--- src/rtl/rfid_read_ctrl.sv ---
// Read sequencer: restarts the Manchester decoder, screens decoded frames by
// header and commits an ID after a run of identical good frames.
module rfid_read_ctrl #(
    parameter int               MATCH_COUNT    = 3,
    parameter logic [7:0]       HEADER         = 8'h1D,
    parameter int               RESTART_CYCLES = 64,
    parameter int               TIMEOUT_CYCLES = 1600000,
    parameter int               HOLD_CYCLES    = 32000000,
    parameter int               CNT_W          = 25
) (
    input  logic        clk,
    input  logic        reset,
    input  logic        frame_valid,
    input  logic [44:0] frame_data,
    output logic        dec_restart,
    output logic [44:0] id_out,
    output logic        id_valid,
    output logic        id_new,
    output logic        timeout,
    output logic [7:0]  err_cnt,
    output logic [1:0]  state
);

    typedef enum logic [1:0] {
        IDLE    = 2'd0,
        ARM     = 2'd1,
        CONFIRM = 2'd2,
        LOCKED  = 2'd3
    } state_t;

    localparam logic [3:0]       MC       = 4'(MATCH_COUNT);
    localparam logic [CNT_W-1:0] RST_LAST = CNT_W'(RESTART_CYCLES - 1);
    localparam logic [CNT_W-1:0] TMO_LAST = CNT_W'(TIMEOUT_CYCLES - 1);
    localparam logic [CNT_W-1:0] HLD_LAST = CNT_W'(HOLD_CYCLES - 1);

    state_t             state_q, state_d;
    logic [CNT_W-1:0]   cnt_q, cnt_d;
    logic [44:0]        cand_q, cand_d;
    logic [3:0]         match_q, match_d;
    logic [44:0]        id_q, id_d;
    logic               idv_q, idv_d;
    logic               new_q, new_d;
    logic               tmo_q, tmo_d;
    logic               rst_q, rst_d;
    logic [7:0]         err_q, err_d;
    logic               hdr_ok, good, bad;
    logic [3:0]         match_inc;

    assign hdr_ok    = frame_data[44:37] == HEADER;
    assign good      = frame_valid && hdr_ok;
    assign bad       = frame_valid && !hdr_ok;
    assign match_inc = match_q + 4'd1;

    always_comb begin
        state_d = state_q;
        cnt_d   = cnt_q + 1'b1;
        cand_d  = cand_q;
        match_d = match_q;
        id_d    = id_q;
        idv_d   = idv_q;
        new_d   = 1'b0;
        tmo_d   = 1'b0;
        err_d   = err_q;

        if (bad && state_q != IDLE && err_q != 8'hFF)
            err_d = err_q + 8'd1;

        unique case (state_q)
            IDLE: begin
                // cnt only runs while the restart pulse is actually out
                cnt_d = rst_q ? cnt_q + 1'b1 : cnt_q;
                if (rst_q && cnt_q == RST_LAST)
                    state_d = ARM;
            end
            ARM: begin
                if (good) begin
                    cand_d  = frame_data;
                    match_d = 4'd1;
                    if (MC == 4'd1) begin
                        id_d    = frame_data;
                        idv_d   = 1'b1;
                        new_d   = 1'b1;
                        state_d = LOCKED;
                    end else begin
                        state_d = CONFIRM;
                    end
                end else if (cnt_q == TMO_LAST) begin
                    tmo_d   = 1'b1;
                    state_d = IDLE;
                end
            end
            CONFIRM: begin
                if (good) begin
                    cnt_d = '0;
                    if (frame_data == cand_q) begin
                        match_d = match_inc;
                        if (match_inc == MC) begin
                            id_d    = cand_q;
                            idv_d   = 1'b1;
                            new_d   = 1'b1;
                            state_d = LOCKED;
                        end
                    end else begin
                        cand_d  = frame_data;
                        match_d = 4'd1;
                    end
                end else if (bad) begin
                    cand_d  = '0;
                    match_d = 4'd0;
                    state_d = ARM;
                end else if (cnt_q == TMO_LAST) begin
                    tmo_d   = 1'b1;
                    state_d = IDLE;
                end
            end
            LOCKED: begin
                if (good) begin
                    if (frame_data == id_q) begin
                        cnt_d = '0;
                    end else begin
                        cand_d  = frame_data;
                        match_d = 4'd1;
                        if (MC == 4'd1) begin
                            id_d  = frame_data;
                            new_d = 1'b1;
                            cnt_d = '0;
                        end else begin
                            state_d = CONFIRM;
                        end
                    end
                end else if (cnt_q == HLD_LAST) begin
                    idv_d   = 1'b0;
                    state_d = IDLE;
                end
            end
        endcase

        if (state_d != state_q)
            cnt_d = '0;
        if (state_d == IDLE)
            idv_d = 1'b0;
        rst_d = state_d == IDLE;
    end

    always_ff @(posedge clk) begin
        if (reset) begin
            state_q <= IDLE;
            cnt_q   <= '0;
            cand_q  <= '0;
            match_q <= '0;
            id_q    <= '0;
            idv_q   <= 1'b0;
            new_q   <= 1'b0;
            tmo_q   <= 1'b0;
            rst_q   <= 1'b0;
            err_q   <= '0;
        end else begin
            state_q <= state_d;
            cnt_q   <= cnt_d;
            cand_q  <= cand_d;
            match_q <= match_d;
            id_q    <= id_d;
            idv_q   <= idv_d;
            new_q   <= new_d;
            tmo_q   <= tmo_d;
            rst_q   <= rst_d;
            err_q   <= err_d;
        end
    end

    assign dec_restart = rst_q;
    assign id_out      = id_q;
    assign id_valid    = idv_q;
    assign id_new      = new_q;
    assign timeout     = tmo_q;
    assign err_cnt     = err_q;
    assign state       = state_q;

endmodule

--- config.mk ---
export PLATFORM = sky130hd
export DESIGN_NAME = rfid_read_ctrl
export DESIGN_NICKNAME = d
export VERILOG_FILES = /design/src/rtl/rfid_read_ctrl.sv
export SDC_FILE = /design/constraint.sdc
export NUM_CORES = 1
export LEC_CHECK = 0
export ABC_CLOCK_PERIOD_IN_PS = 5500
export CAP_MARGIN = 20
export CORE_MARGIN = 2
export CORE_UTILIZATION = 65
export CTS_CLUSTER_DIAMETER = 50
export DETAILED_ROUTE_END_ITERATION = 10
export DONT_BUFFER_PORTS = 1
export GPL_TIMING_DRIVEN = 0
export PLACE_DENSITY = 0.81
export SLEW_MARGIN = 30
export SYNTH_ARGS = -nofsm -noshare
export SYNTH_HDL_FRONTEND = slang
export SYNTH_SLANG_ARGS = --single-unit
--- constraint.sdc ---
create_clock -name clk -period 5.5 [get_ports clk]
set_input_delay 1.1 -clock clk [delete_from_list [all_inputs] [get_ports clk]]
set_output_delay 1.1 -clock clk [all_outputs]
set_load 0.05 [all_outputs]
# Yosys cells after proc, flatten, opt, wreduce, memory -nomap -nowiden
# Index checks and enable logic that the tools add are counted.
dict set report classes {
  addsub 3
  eq_ne 23
  n_mux 42
  bitwise_logic 3
  reduce_logical 18
}
# op count
set op_table {}
lappend op_table {{45-bit 2-to-1 mux} 6}
lappend op_table {{45-bit one-hot mux with 3 select lines} 1}
lappend op_table {{25-bit 2-to-1 mux} 4}
lappend op_table {{45-bit == test} 2}
lappend op_table {{25-bit one-hot mux with 3 select lines} 1}
lappend op_table {{25-bit by 1-bit adder with 25-bit output (second input constant)} 1}
lappend op_table {{25-bit by 21-bit == test with 1-bit output (second input constant)} 1}
lappend op_table {{25-bit == test (second input constant)} 1}
lappend op_table {{25-bit by 6-bit == test with 1-bit output (second input constant)} 1}
lappend op_table {{4-bit 2-to-1 mux} 6}
lappend op_table {{2-bit 2-to-1 mux} 10}
lappend op_table {{2-bit != test (second input constant)} 9}
lappend op_table {{4-bit one-hot mux with 3 select lines} 1}
lappend op_table {{6-bit AND reduction} 2}
lappend op_table {{1-bit 2-to-1 mux} 10}
lappend op_table {{8-bit by 1-bit adder with 8-bit output (second input constant)} 1}
lappend op_table {{8-bit by 5-bit == test with 1-bit output (second input constant)} 1}
lappend op_table {{8-bit != test (second input constant)} 1}
lappend op_table {{2-bit one-hot mux with 4 select lines} 1}
lappend op_table {{3-bit != test (second input constant)} 2}
lappend op_table {{1-bit logical AND} 5}
lappend op_table {{5-bit AND reduction} 1}
lappend op_table {{4-bit by 1-bit adder with 4-bit output (second input constant)} 1}
lappend op_table {{2-bit == test (second input constant)} 2}
lappend op_table {{other kinds (12)} 18}
dict set report word_totals {
  register_bits 133
  inputBits 48
  output_inout_bits 59
}

# Longest topological paths before layout
# Gate-level depths: netlist of the first run.
dict set report logic_depth {
  ltp_word 8
  ltp_mapped 12
}

# Least setup slack after synthesis of the first run
# OpenSTA, ideal clock, no wires.
dict set report synth_path {
  path_kind {input -> register}
  start {input frame_data[42]}
  end {register cnt_q[18]}
  setup_ns 0.062
  arrival_ns 3.083
  required_time_ns 5.438
  path_slack_ns 2.355
  cell_stages 9
  cell_sequence {nor4b_4 -> nand3_2 -> or3_4 -> o41ai_4 -> a21bo_1 -> a32oi_2 -> o2111ai_2 -> buf_6 -> nor2_2}
}
dict set report synth_between {
  elab_chain_cells 8
  elab_cells_between_ends 19
  classes_between {4 x eq/ne; 11 x mux; 4 x reduce/logical}
}
# element line_no
set synth_lines {}
lappend synth_lines {{from (decl)} 14} ;# input logic [44:0] frame_data,
lappend synth_lines {{8-bit by 5-bit == test with 1-bit output} 49} ;# assign hdr_ok = frame_data[44:37] == HEADER;
lappend synth_lines {{1-bit zero test} 51} ;# assign bad = frame_valid && !hdr_ok;
lappend synth_lines {{1-bit logical AND} 51}
lappend synth_lines {{2-bit 2-to-1 mux} 107} ;# end else if (bad) begin
lappend synth_lines {{2-bit 2-to-1 mux} 93} ;# if (good) begin
lappend synth_lines {{2-bit one-hot mux with 4 select lines} 68} ;# unique case (state_q)
lappend synth_lines {{2-bit != test} 138} ;# if (state_d != state_q)
lappend synth_lines {{2-bit OR reduction (no source line)} -}
lappend synth_lines {{to (signal assigned)} 159} ;# cnt_q <= cnt_d;
lappend synth_lines {{to (decl)} 37} ;# logic [CNT_W-1:0] cnt_q, cnt_d;
# Parallel ways exist; a longest one is shown, timed or not.
# A chain may end at the register's enable or synchronous reset.

# Worst setup path after layout of the first run
dict set report layout_path {
  start {register state_q[0], in the netlist state[0]}
  end {register cand_q[26]}
}
dict set report layout_between {
  elab_chain_cells 3
  elab_cells_between_ends 11
  classes_between {8 x eq/ne; 1 x mux; 2 x reduce/logical}
}
# element line_no
set layout_lines {}
lappend layout_lines {{from (decl)} 36} ;# state_t state_q, state_d;
lappend layout_lines {{from (signal assigned)} 158} ;# state_q <= state_d;
lappend layout_lines {{2-bit == test or 2-bit by 1-bit == test with 1-bit output (tied branches)} 68}
lappend layout_lines {{3-bit != test (no source line) (tied with other cells)} -}
lappend layout_lines {{6-bit AND reduction (no source line)} -}
lappend layout_lines {{to (signal assigned)} 160} ;# cand_q <= cand_d;
lappend layout_lines {{to (decl)} 38} ;# logic [44:0] cand_q, cand_d;
# Parallel ways exist; a longest one is shown, timed or not.

==> results of run 1 <==
[registers in the layout, summed over array words and instances (netlist names)]
register	count
id_valid	1
state	2
err_cnt	8
dec_restart	1
cand_q	45
match_q	4
id_new	1
id_out	45
timeout	1
cnt_q	25
[kinds of logic (layout without fill, tap and decap cells)]
| logic type | count (synthesis) | in the layout | share of synthesized area, % |
|---|---|---|---|
| multiplexers | 39 | 39 | 5.93 |
| adder cells (fa/ha/maj) | 8 | 8 | 1.52 |
| XOR/XNOR | 118 | 118 | 15.7 |
| AO/OA/AOI/OAI | 88 | 88 | 8.51 |
| AND/OR/NAND/NOR | 304 | 304 | 24.9 |
| flip-flops | 133 | 133 | 40.4 |
| buffers and inverters | 48 | 80 | 3.04 |
[per-stage QoR]
step	total power (W)	hold WS, ns	instances	cell area (µm²)
after floorplan	0.00104	0.451	738	6590
after global placement	0.00106	0.466	871	6750
after detailed placement	0.00106	0.476	871	6750
after CTS	0.00237	0.486	903	7440
after global routing	0.00241	0.517	903	7440
final	0.00236	0.490	903	7440
[report_power, final]
group	internal [W]	switching, W
registers	0.000965	0.00000309
clock network	0.000885	0.000432
logic	0.0000279	0.0000498
total	0.00188	0.000484
[placed cells by master, fill, tap and decap left out, types with 2 or more instances in the layout]
cell type | Yosys | layout
a21o_1 | 2 | 2
a21oi_1 | 15 | 15
a22oi_1 | 3 | 3
a31oi_1 | 4 | 4
and3_1 | 4 | 4
and3b_1 | 4 | 4
buf_2 | 4 | 4
buf_6 | 2 | 2
bufinv_16 | 0 | 7
clkbuf_1 | 28 | 29
clkbuf_16 | 0 | 16
clkbuf_8 | 0 | 2
clkinv_2 | 0 | 2
clkinvlp_4 | 0 | 3
dfxtp_1 | 133 | 133
ha_1 | 8 | 8
inv_1 | 14 | 14
mux2i_1 | 39 | 39
nand2_1 | 20 | 20
nand2b_1 | 46 | 46
nand3_1 | 63 | 63
nand3b_1 | 2 | 2
nand4_1 | 15 | 15
nor2_1 | 76 | 76
nor2_2 | 12 | 12
nor2b_1 | 5 | 5
nor3_1 | 11 | 11
nor4_1 | 26 | 26
nor4b_1 | 2 | 2
o21ai_0 | 48 | 48
or2_2 | 2 | 2
or3_1 | 4 | 4
xnor2_1 | 12 | 12
xor2_1 | 106 | 106
[per-layer routing]
| metal | GRT usage, % | up-vias |
|---|---|---|
| met4 | 17.0 | 0 |
| met1 | 41.7 | 2702 |
| met2 | 51.5 | 301 |
| met5 | 0 | - |
| li1 | - | 2595 |
| met3 | 13.0 | 58 |
[critical path, stage by stage (launching register included)]
cell	delay [ns]
dfxtp_1	0.83
inv_1	0.23
ha_1	0.25
clkbuf_1	0.22
inv_1	0.27
a2bb2oi_1	0.25
and2_1	0.16
a21boi_1	0.21
and2_0	0.38
clkbuf_1	0.46
clkbuf_1	0.49
nand3_1	0.15
o21ai_0	0.11
[layout make-up]
| class | instances | area (µm²) |
|---|---|---|
| Multi-Input combinational cell | 557 | 3720 |
| Sequential cell | 133 | 2660 |
| Fill cell | 708 | 2380 |
| Clock buffer | 19 | 432 |
| Clock inverter | 13 | 251 |
| Tap cell | 133 | 166 |
| Buffer | 34 | 148 |
| Inverter | 14 | 52.6 |
[path summary, 6_finish.rpt]
kind / start / end / slack, ns / cells past startpoint
setup / recovery: state[0]$_SDFF_PP0_ / cand_q[26]$_SDFFE_PP0P_ / 1.39 / 12
hold / removal: cand_q[43]$_SDFFE_PP0P_ / cand_q[43]$_SDFFE_PP0P_ / 0.49 / 2
setup reg to reg: state[0]$_SDFF_PP0_ / cand_q[26]$_SDFFE_PP0P_ / 1.39 / 12
hold reg to reg: cand_q[43]$_SDFFE_PP0P_ / cand_q[43]$_SDFFE_PP0P_ / 0.49 / 2
==> run summary, run 1 <==
status: finished clean
Core Area: 9820 µm²
Final WS setup: 1.39 ns
global route total overflow: 0
Worst Setup End Kind: flop
synthesized flop and latch total: 133
largest net degree at the start of global routing: 17
Post-CTS Setup Bufs: 0
H-tree Lvls: 4
CTS sink cnt: 133
I/O Buffers: 0
synth unique cells: 57
Worst Path Required: 5.95 ns
Setup CP Type: reg2reg
Synth top area share: 40.4%
Clock transition at path regs: 0.06 ns
Total GRT Usage: 33.8%
Syn-to-layout area delta: 12.9%
Worst-Skew Late Latency: 0.54 ns
first-pass GRT wire length: 28.8 mm
Detailed Route WL: 18.3 mm
Syn Inst Count: 738
max cap viols: 0
Hold Violations, Final: 0
# setup viols final: 0
routed vias: 5,656
DRC: 0
# diodes: 0
I/O pins: 107
dominant synthesized flop cell: dfxtp_1
Iteration-0 DRC Markers: 433
CTS tree: done
Highest Signal Layer: met4
Max clock buf depth: 2
hold buffers post-CTS: 0
VDD IR-drop max: 0.000242 V
routed length per instance: 20.3 µm
post-synth net total: 794
Synth top cells by count: 133 x dfxtp_1, 106 x xor2_1, 76 x nor2_1, 63 x nand3_1, 48 x o21ai_0
synth top area cells: dfxtp_1 40%, xor2_1 14%, mux2i_1 5.9%
HPWL after DPL: 13.0 mm
initial core utilization: 67.1%
Synth Warn #: 0
standby leakage power: 3.10 nW
Post-CTS Resized: 0
First-pass DRT Iterations: 5
fmax: 243 MHz
critical path arrival: 4.56 ns
row cnt: 36
Max Slew Vio Count: 0
fin crit period: 4.11 ns
Slew @ Worst Pin: 0.793 ns
syn_area_per_cell: 8.92 µm²
metal2 WL: 8.23 mm
P per Cell Area: 318 nW/µm²
RSZ-0062 raised after global routing: no
Seq/Total Area, Yosys: 40.4%
most numerous cell in the Yosys netlist: dfxtp_1
Mapped Area: 6590 µm²
Vias per Instance: 6.26
maximum fanout along the worst path: 10
CTS root buf: clkbuf_8
vias in the first global route: 5,480
Detail Route Antenna Nets: 0
die area: 11,000 µm²
worst slack, placed: 1.50 ns
Setup Skew: 0.00554 ns
number of synthesized flops with an enable pin: 0
GPL Wtd Cong: 0.953
layout cells sized above 1: 8.18%
initial antenna violation count: 0
post-layout util: 75.7%
Setup TNS: 0 ns
top cell type by total area after synthesis: dfxtp_1
CP startpoint kind: flop
HP Class: reg2reg
total CTS buffers: 17
Die W: 105 µm
fraction of registers with async set/reset: 0%
Rel. slew slack: 47.1%
Metal-1 WL: 7.33 mm
met3 WL: 2.07 mm
final cycle utilization of the critical path: 74.7%
Final #Nets: 813
Die Ht: 105 µm
Note: power is estimated with default switching activity, not from simulation.
==> run 2, diff against run 1 <==
ABC_CLOCK_PERIOD_IN_PS = 3850   (was 5500)
CORE_UTILIZATION = 64   (was 65)
PLACE_DENSITY = 0.8   (was 0.81)
clock period = 3.85 ns   (was 5.5 ns; I/O delays follow)
==> run 2 against run 1 <==
Against the previous run:
- largest cell class unchanged
- register-to-register slack worse by 1.1 ns
- worst setup slack worse by 1.1 ns
- combinational power increased by 42%
- clock-buffer cell count up 4
==> run summary, run 2 (synthesis results as in run 1) <==
first-pass GRT wire length: 28.8 mm (about the same)
routed vias: 5,561 (-1.7%)
# diodes: 0 (unchanged)
global route total overflow: 0 (unchanged)
Vias per Instance: 6.17 (-1.5%)
P per Cell Area: 415 nW/µm² (+31%)
row cnt: 37 (+2.8%)
GPL Wtd Cong: 0.963 (+0.96%)
Slew @ Worst Pin: 0.764 ns (-0.0284 ns)
Worst Setup End Kind: flop
CP startpoint kind: flop
Total GRT Usage: 33.4% (-0.33 points)
Multi-input gate area: 3720 µm² (unchanged)
hold slack final: 0.365 ns (-0.125 ns)
Worst-Skew Late Latency: 0.54 ns (about the same)
VDD IR-drop max: 0.000356 V (+47%)
# setup viols final: 0 (unchanged)
initial core utilization: 65.0% (-2.1 points)
Max Slew Vio Count: 0 (unchanged)
Iteration-0 DRC Markers: 647 (+49%)
total CTS buffers: 17 (unchanged)
Core Area: 10,100 µm² (+3.2%)
First-pass DRT Iterations: 6 (+1)
Clock transition at path regs: 0.06 ns (about the same)
HP Class: in2reg
Worst Path Required: 4.30 ns (-1.65 ns)
maximum fanout along the worst path: 10 (unchanged)
Syn-to-layout area delta: 11.1%
Die Ht: 105 µm (+0.75%)
die area: 11,100 µm² (+1.5%)
layout filler cell count: 747 (+5.5%)
design area: 7310 µm² (-1.6%)
Final #Nets: 813 (unchanged)
CTS tree: done
vias in the first global route: 5,473 (-0.13%)
commonest non-fill, non-tap cell in the layout: dfxtp_1
DRC: 0 (unchanged)
CTS sink cnt: 133 (unchanged)
most frequent cells in the layout: 131 x dfxtp_1, 106 x xor2_1, 76 x nor2_1
layout cells sized above 1: 8.24% (+0.053 points)
status: finished clean
Detailed Route WL: 18.0 mm (-1.8%)
routed length per instance: 19.9 µm (-1.6%)
H-tree Lvls: 4 (unchanged)
Placed Area: 6760 µm² (about the same)
critical path arrival: 3.99 ns (-0.57 ns)
Post-CTS Setup Bufs: 0 (unchanged)
Hold Violations, Final: 0 (unchanged)
Setup Skew: 0.00916 ns (+0.00362 ns)
initial antenna violation count: 0 (unchanged)
RSZ-0062 raised after global routing: no
fin crit period: 3.54 ns (-0.572 ns)
Setup CP Type: reg2reg
max cap viols: 0 (unchanged)
Rel. slew slack: 48.6% (+1.6 points)
Max clock buf depth: 2 (unchanged)
largest net degree at the start of global routing: 17 (unchanged)
post-layout util: 72.1% (-3.6 points)
Die W: 105 µm (+0.75%)
fmax: 283 MHz (+16%)
Detail Route Antenna Nets: 0 (unchanged)
final cycle utilization of the critical path: 91.9% (+17 points)
I/O Buffers: 0 (unchanged)
standby leakage power: 3.07 nW (-1.2%)
I/O pins: 107 (unchanged)
CTS root buf: clkbuf_8
register area: 2670 µm² (about the same)
HPWL after DPL: 13.2 mm (+1.6%)
run 2: cell types whose count changed in the layout (fill, tap and decap cells not counted), sizes merged:
| cell | change |
|---|---|
| clkbuf | +4 |
| inv | -1 |
| clkinvlp | -3 |
| bufinv | -5 |
run 2: worst paths after layout:
kind	startpoint	endpoint	slack (ns)	depth (start not counted)
min	frame_data[0]	cand_q[0]$_SDFFE_PP0P_	0.37	2
max	state[0]$_SDFF_PP0_	cand_q[9]$_SDFFE_PP0P_	0.31	12
min reg2reg	cand_q[43]$_SDFFE_PP0P_	cand_q[43]$_SDFFE_PP0P_	0.49	2
max reg2reg	state[0]$_SDFF_PP0_	cand_q[9]$_SDFFE_PP0P_	0.31	12
run 2: final cells by class:
| type | count | share of cell area [%] |
|---|---|---|
| inverter | 14 | 0.718 |
| clock inverter | 4 | 1.01 |
| sequential | 133 | 36.4 |
| multi-input combinational | 557 | 50.9 |
| clock buffer | 23 | 6.52 |
| buffer | 34 | 2.09 |
| tap | 136 | 2.33 |
run 2: timing repair:
action,CTS,global route
hold buffers,0,0
pin swaps,0,0
setup endpoints to repair,36,40
gates resized for setup,1,9
run 2: through the flow:
step | cells | setup TNS [ns] | setup WS, ns | total power, W
6_report | 901 | 0 | 0.312 | 0.00303
5_1_grt | 901 | 0 | 0.112 | 0.00310
4_1_cts | 901 | 0 | 0.201 | 0.00303
3_5_place_dp | 874 | -0.852 | -0.0713 | 0.00152
3_3_place_gp | 874 | 0 | 0.0272 | 0.00152
2_1_floorplan | 738 | 0 | 0.878 | 0.00149
run 2: where the power goes:
group | total, W | switching (W) | leakage (nW) | internal (W)
logic | 0.000110 | 0.0000696 | 1.72 | 0.0000399
registers | 0.00138 | 0.00000427 | 1.07 | 0.00138
clock network | 0.00154 | 0.000569 | 0.272 | 0.000972
total | 0.00303 | 0.000643 | 3.07 | 0.00239
run 2: worst max-delay path, stage by stage (launching register included):
cell       delay, ns
dfxtp_2         0.59
inv_1           0.17
ha_1            0.22
clkbuf_1        0.22
inv_1           0.26
a2bb2oi_1       0.27
and2_1          0.17
a21boi_1        0.20
and2_0          0.37
clkbuf_2        0.32
clkbuf_1        0.40
nand3_1         0.15
o21ai_0         0.11
run 2: per-layer routing:
metal  wire length [µm]  vias to the layer above  GRT usage (%)
li1                   -                     2577              -
met1               7400                     2652           43.1
met2               8130                      286           50.5
met3               1970                       46           12.7
met4                486                        0           13.5
met5                  0                        -              0
